==> src/rtl/count_sampler.sv <==
// Samples a free-running counter into a small FIFO, tagging each entry with a
// wrap flag that records any counter wrap seen since the previous accepted capture.
module count_sampler #(
  parameter int WIDTH = 7,
  parameter int DEPTH = 4
) (
  input  logic                       clock,
  input  logic                       rst_n,
  input  logic [WIDTH-1:0]           in_value,
  input  logic                       sample_en,
  output logic [WIDTH:0]             out_data,
  output logic                       out_valid,
  input  logic                       out_ready,
  output logic                       full,
  output logic [$clog2(DEPTH):0]     level,
  output logic [3:0]                 drop_count
);

  localparam int AW = $clog2(DEPTH);
  localparam logic [AW-1:0] PTR_ONE  = AW'(1);
  localparam logic [AW:0]   LVL_ONE  = (AW + 1)'(1);
  localparam logic [AW:0]   LVL_FULL = (AW + 1)'(DEPTH);

  logic [WIDTH-1:0] prev_value_q, prev_value_d;
  logic             prev_ok_q, prev_ok_d;
  logic             wrap_pending_q, wrap_pending_d;
  logic [AW-1:0]    wptr_q, wptr_d;
  logic [AW-1:0]    rptr_q, rptr_d;
  logic [AW:0]      level_q, level_d;
  logic [3:0]       drop_count_q, drop_count_d;
  logic [WIDTH:0]   mem_q [DEPTH];
  logic [WIDTH:0]   mem_d [DEPTH];

  logic wrap_now_s;
  logic pop_s;
  logic push_s;
  logic drop_s;

  assign out_valid  = (level_q != '0);
  assign full       = (level_q == LVL_FULL);
  assign level      = level_q;
  assign drop_count = drop_count_q;
  assign out_data   = mem_q[rptr_q];

  // Wrap detection and push/pop/drop decisions plus next-state for all flops.
  always_comb begin
    prev_value_d   = in_value;
    prev_ok_d      = 1'b1;
    wrap_pending_d = wrap_pending_q;
    wptr_d         = wptr_q;
    rptr_d         = rptr_q;
    level_d        = level_q;
    drop_count_d   = drop_count_q;
    mem_d          = mem_q;

    wrap_now_s = prev_ok_q && (in_value < prev_value_q);
    pop_s      = out_valid && out_ready;
    push_s     = sample_en && (!full || pop_s);
    drop_s     = sample_en && full && !pop_s;

    // A full FIFO popping this cycle writes into the slot being vacated.
    if (push_s) begin
      mem_d[wptr_q]  = {wrap_pending_q | wrap_now_s, in_value};
      wptr_d         = wptr_q + PTR_ONE;
      wrap_pending_d = 1'b0;
    end else if (wrap_now_s) begin
      wrap_pending_d = 1'b1;
    end else begin
      wrap_pending_d = wrap_pending_q;
    end

    if (pop_s) begin
      rptr_d = rptr_q + PTR_ONE;
    end else begin
      rptr_d = rptr_q;
    end

    if (push_s && !pop_s) begin
      level_d = level_q + LVL_ONE;
    end else if (pop_s && !push_s) begin
      level_d = level_q - LVL_ONE;
    end else begin
      level_d = level_q;
    end

    if (drop_s && (drop_count_q != 4'd15)) begin
      drop_count_d = drop_count_q + 4'd1;
    end else begin
      drop_count_d = drop_count_q;
    end
  end

  // State registers; reset also clears the storage so out_data reads zero.
  always_ff @(posedge clock or negedge rst_n) begin
    if (!rst_n) begin
      prev_value_q   <= '0;
      prev_ok_q      <= 1'b0;
      wrap_pending_q <= 1'b0;
      wptr_q         <= '0;
      rptr_q         <= '0;
      level_q        <= '0;
      drop_count_q   <= 4'd0;
      for (int i = 0; i < DEPTH; i++) begin
        mem_q[i] <= '0;
      end
    end else begin
      prev_value_q   <= prev_value_d;
      prev_ok_q      <= prev_ok_d;
      wrap_pending_q <= wrap_pending_d;
      wptr_q         <= wptr_d;
      rptr_q         <= rptr_d;
      level_q        <= level_d;
      drop_count_q   <= drop_count_d;
      for (int i = 0; i < DEPTH; i++) begin
        mem_q[i] <= mem_d[i];
      end
    end
  end

endmodule

==> config.mk <==
export PLATFORM = sky130hd
export DESIGN_NAME = count_sampler
export DESIGN_NICKNAME = d
export VERILOG_FILES = /design/src/rtl/count_sampler.sv
export SDC_FILE = /design/constraint.sdc
export NUM_CORES = 1
export LEC_CHECK = 0
export ABC_AREA = 1
export BUFFER_PORTS_ARGS = -buffer_cell sky130_fd_sc_hd__buf_4
export CAP_MARGIN = 20
export CORE_MARGIN = 4
export CORE_UTILIZATION = 25
export CTS_CLUSTER_DIAMETER = 30
export DETAILED_ROUTE_END_ITERATION = 8
export PLACE_DENSITY = 0.46
export SLEW_MARGIN = 20
export SYNTH_ARGS = -nofsm -noshare
export SYNTH_HDL_FRONTEND = slang
export SYNTH_SLANG_ARGS = --single-unit
export TNS_END_PERCENT = 1
==> constraint.sdc <==
create_clock -name clock -period 2.05 [get_ports clock]
set_clock_uncertainty 0.2 [all_clocks]
set_input_delay 0.41 -clock clock [delete_from_list [all_inputs] [get_ports clock]]
set_output_delay 0.41 -clock clock [all_outputs]
set_load 0.01 [all_outputs]
==> out/metrics.csv <==
metric;value;unit
synth_nets;311;
remaining_drc_errors;0;
cts_tree;yes;
slowest_delay;0.45;ns
final_layout_size_suffix_gt1_frac;0.229;
hpwl;4260;um
drt-total-wl;6030;um
use_met1;0.150;
path_cells;nor3_4 > nand2_4 > nand2_8 > inv_12 > ha_4 > inv_2 > fa_1 > mux2_2;
multi_input_area;1140;um2
timing.final.crit_share;1.02;
nFillCells;1116;
clk_pin_slew;0.10;ns
clock-sinks;52;
synth_cell_types;25;
rsz0062_at_grt;yes;
endpoint_kind;flop;
ys_ff_latch;52;
cpMaxStageDelayCell;dfrtp_2;
regArea;1300;um2
fp.dieH;109;um
antenna_left;0;
yosysSeqAreaShare;0.512;
max-cap-violations;0;
required;2.05;ns
critical-path-top-delay-family;adder cells;
fin_nets;359;
antenna_cells;0;
viasPerCell;4.21;
final-setup-viol-count;1;
postLayoutCoreUtil;0.323;
grt_pass1_wl;10300;um
insertion_delay;0.31;ns
grt_busiest_layer;met2;
syn_area_per_cell;8.85;um2
hold_path.class;input pin to flop;
worstSetupPathType;flop to flop;
use_met2;0.190;
syn_inst;287;
gp_congestion;0.749;
drt_pre_antenna_iters;4;
cts_buffers;5;
grt_pass1_vias;2006;
cts_root_buf;clkbuf_8;
critPathBufInv;2;
gr-total-overflow;0;
dieWidth;109;um
grt_max_degree;32;
dr.first_iter.drc_count;105;
cts_buffer_depth;2;
slew_viol_final;0;
core-area;9820;um2
vias;1975;
outcome;finished, violations left;
die-area;11800;um2
ys_warn_count;0;
synthToLayoutAreaGrowth;25.0;%
grt_use_total;0.113;
syn_area;2540;um2
irDropWorstVdd;372;uV
arrival;2.08;ns
fin_crit;2.09;ns
grt_util_met3;0.0172;
p_leak;1.59;nW
antenna_found_initial;0;
ios;28;
hold_viol_final;0;
wl_per_cell;12.9;um
violations;setup timing;
fmax;479;MHz
setup_ws;-0.0356;ns
fin_cells;469;
port_buffers;27;
dpl.cell_count;458;
initial_core_util;0.259;
htreeDepth;2;
path_max_fanout;4;
powerDensity;1430;nW/um2
rows;36;
critPathLaunchType;flop;
hold_slack;0.0535;ns
[worst reg2reg max path: cells and delay by family (launching register included)]
family / cells / cell delay, ns
adder cells (fa/ha/maj): 2 / 0.53
flip-flops: 1 / 0.45
AND/OR/NAND/NOR: 3 / 0.45
multiplexers: 1 / 0.26
buffers and inverters: 2 / 0.09
[registers in the layout (all words and copies together) (netlist names)]
| name | flops |
|---|---|
| drop_count | 4 |
| prev_ok_q | 1 |
| prev_value_q | 7 |
| rptr_q | 2 |
| wptr_q | 2 |
| mem_q | 32 |
| wrap_pending_q | 1 |
| level | 3 |
[what timing repair did]
| action | in CTS | in global routing |
|---|---|---|
| setup buffers | 0 | 2 |
| hold endpoints to repair | 30 | 0 |
| pin swaps | 0 | 3 |
| hold buffers | 1 | 0 |
| gates resized for setup | 2 | 7 |
| setup endpoints to repair | 7 | 10 |
[per-layer routing]
metal	part of all wire	up-vias
li1	-	993
met1	0.48	955
met2	0.48	19
met3	0.022	8
met4	0.017	0
met5	0	-
[layout by cell type (no fill, tap or decap)]
cell,instances
buf_12,2
buf_4,41
fa_1,1
inv_2,3
nand2_1,113
nand3_1,2
nand3b_1,2
inv_12,1
a21oi_1,5
inv_4,1
nor2_1,21
clkbuf_8,5
xnor2_1,1
nand2_2,4
o21ai_1,4
o21ai_0,16
nor3_4,1
clkinv_4,1
mux2_2,1
nor2_4,1
dlygate4sd3_1,1
o22ai_1,8
xor2_1,5
inv_6,1
nand2_8,5
inv_1,18
nor2_2,4
dfrtp_2,2
conb_1,1
dfrtp_1,50
buf_6,1
nand2_4,1
ha_1,11
ha_4,1
clkinv_2,1
[power breakdown]
part / leakage, nW / internal [W] / switching (W) / total [W]
sequential: 0.637 / 0.00144 / 0.000263 / 0.00170
clock: 0.0485 / 0.000246 / 0.000362 / 0.000608
combinational: 0.908 / 0.00102 / 0.00121 / 0.00223
[stage by stage]
stage | instance area (um2) | setup TNS (ns) | total power (W) | setup WS (ns)
3_5_place_dp | 3050 | -0.0377 | 0.00396 | -0.0377
5_1_grt | 3170 | -0.347 | 0.00495 | -0.117
4_1_cts | 3150 | -0.0574 | 0.00460 | -0.0551
2_1_floorplan | 2560 | -0.263 | 0.00298 | -0.175
3_3_place_gp | 3050 | -0.0222 | 0.00393 | -0.0222
6_report | 3170 | -0.0356 | 0.00454 | -0.0356
[kinds of logic after synthesis]
| kind of cell | Yosys count | synth area share |
|---|---|---|
| other | 1 | 0.00148 |
| XOR/XNOR | 6 | 0.0207 |
| multiplexers | 1 | 0.00443 |
| adder cells (fa/ha/maj) | 13 | 0.0670 |
| flip-flops | 52 | 0.512 |
| buffers and inverters | 27 | 0.0438 |
| AO/OA/AOI/OAI | 33 | 0.0690 |
| AND/OR/NAND/NOR | 154 | 0.281 |
[path summary, 6_finish.rpt]
kind                                   end   startpoint  slack, ns  cells past startpoint
setup / recovery                  level[1]     level[1]      -0.04                      8
hold / removal             prev_value_q[0]  in_value[0]       0.05                      1
max in group asynchronous         mem_q[6]        rst_n       0.80                      3
hold reg to reg                  mem_q[19]    mem_q[19]       0.28                      2
setup reg to reg                  level[1]     level[1]      -0.04                      8
min in group asynchronous         level[2]        rst_n       0.38                      2
[cell usage after synthesis]
master / n / area share
fa_1: 1 / 0.0079
clkbuf_1: 2 / 0.0030
nor2_2: 4 / 0.0099
buf_2: 2 / 0.0039
o21ai_0: 19 / 0.037
nand3b_1: 2 / 0.0059
mux2_2: 1 / 0.0044
nor2_4: 1 / 0.0044
o21ai_1: 1 / 0.0020
nor3_4: 1 / 0.0064
inv_1: 22 / 0.033
nand2_8: 5 / 0.039
nand3_1: 2 / 0.0039
nand2_4: 1 / 0.0044
ha_1: 12 / 0.059
dfrtp_1: 52 / 0.51
nor2_1: 21 / 0.031
nand2_2: 3 / 0.0074
nand2_1: 114 / 0.17
o22ai_1: 8 / 0.020
a21oi_1: 5 / 0.0099
xnor2_1: 1 / 0.0034
xor2_1: 5 / 0.017
conb_1: 1 / 0.0015
inv_8: 1 / 0.0044
[area by class of cell]
class / count / share of cell area
Sequential cell: 52 / 0.411
Multi-Input combinational cell: 208 / 0.360
Timing Repair Buffer: 45 / 0.116
Tap cell: 133 / 0.0524
Inverter: 23 / 0.0319
Clock buffer: 5 / 0.0217
Clock inverter: 3 / 0.00710
(Power assumes the default switching activity.)
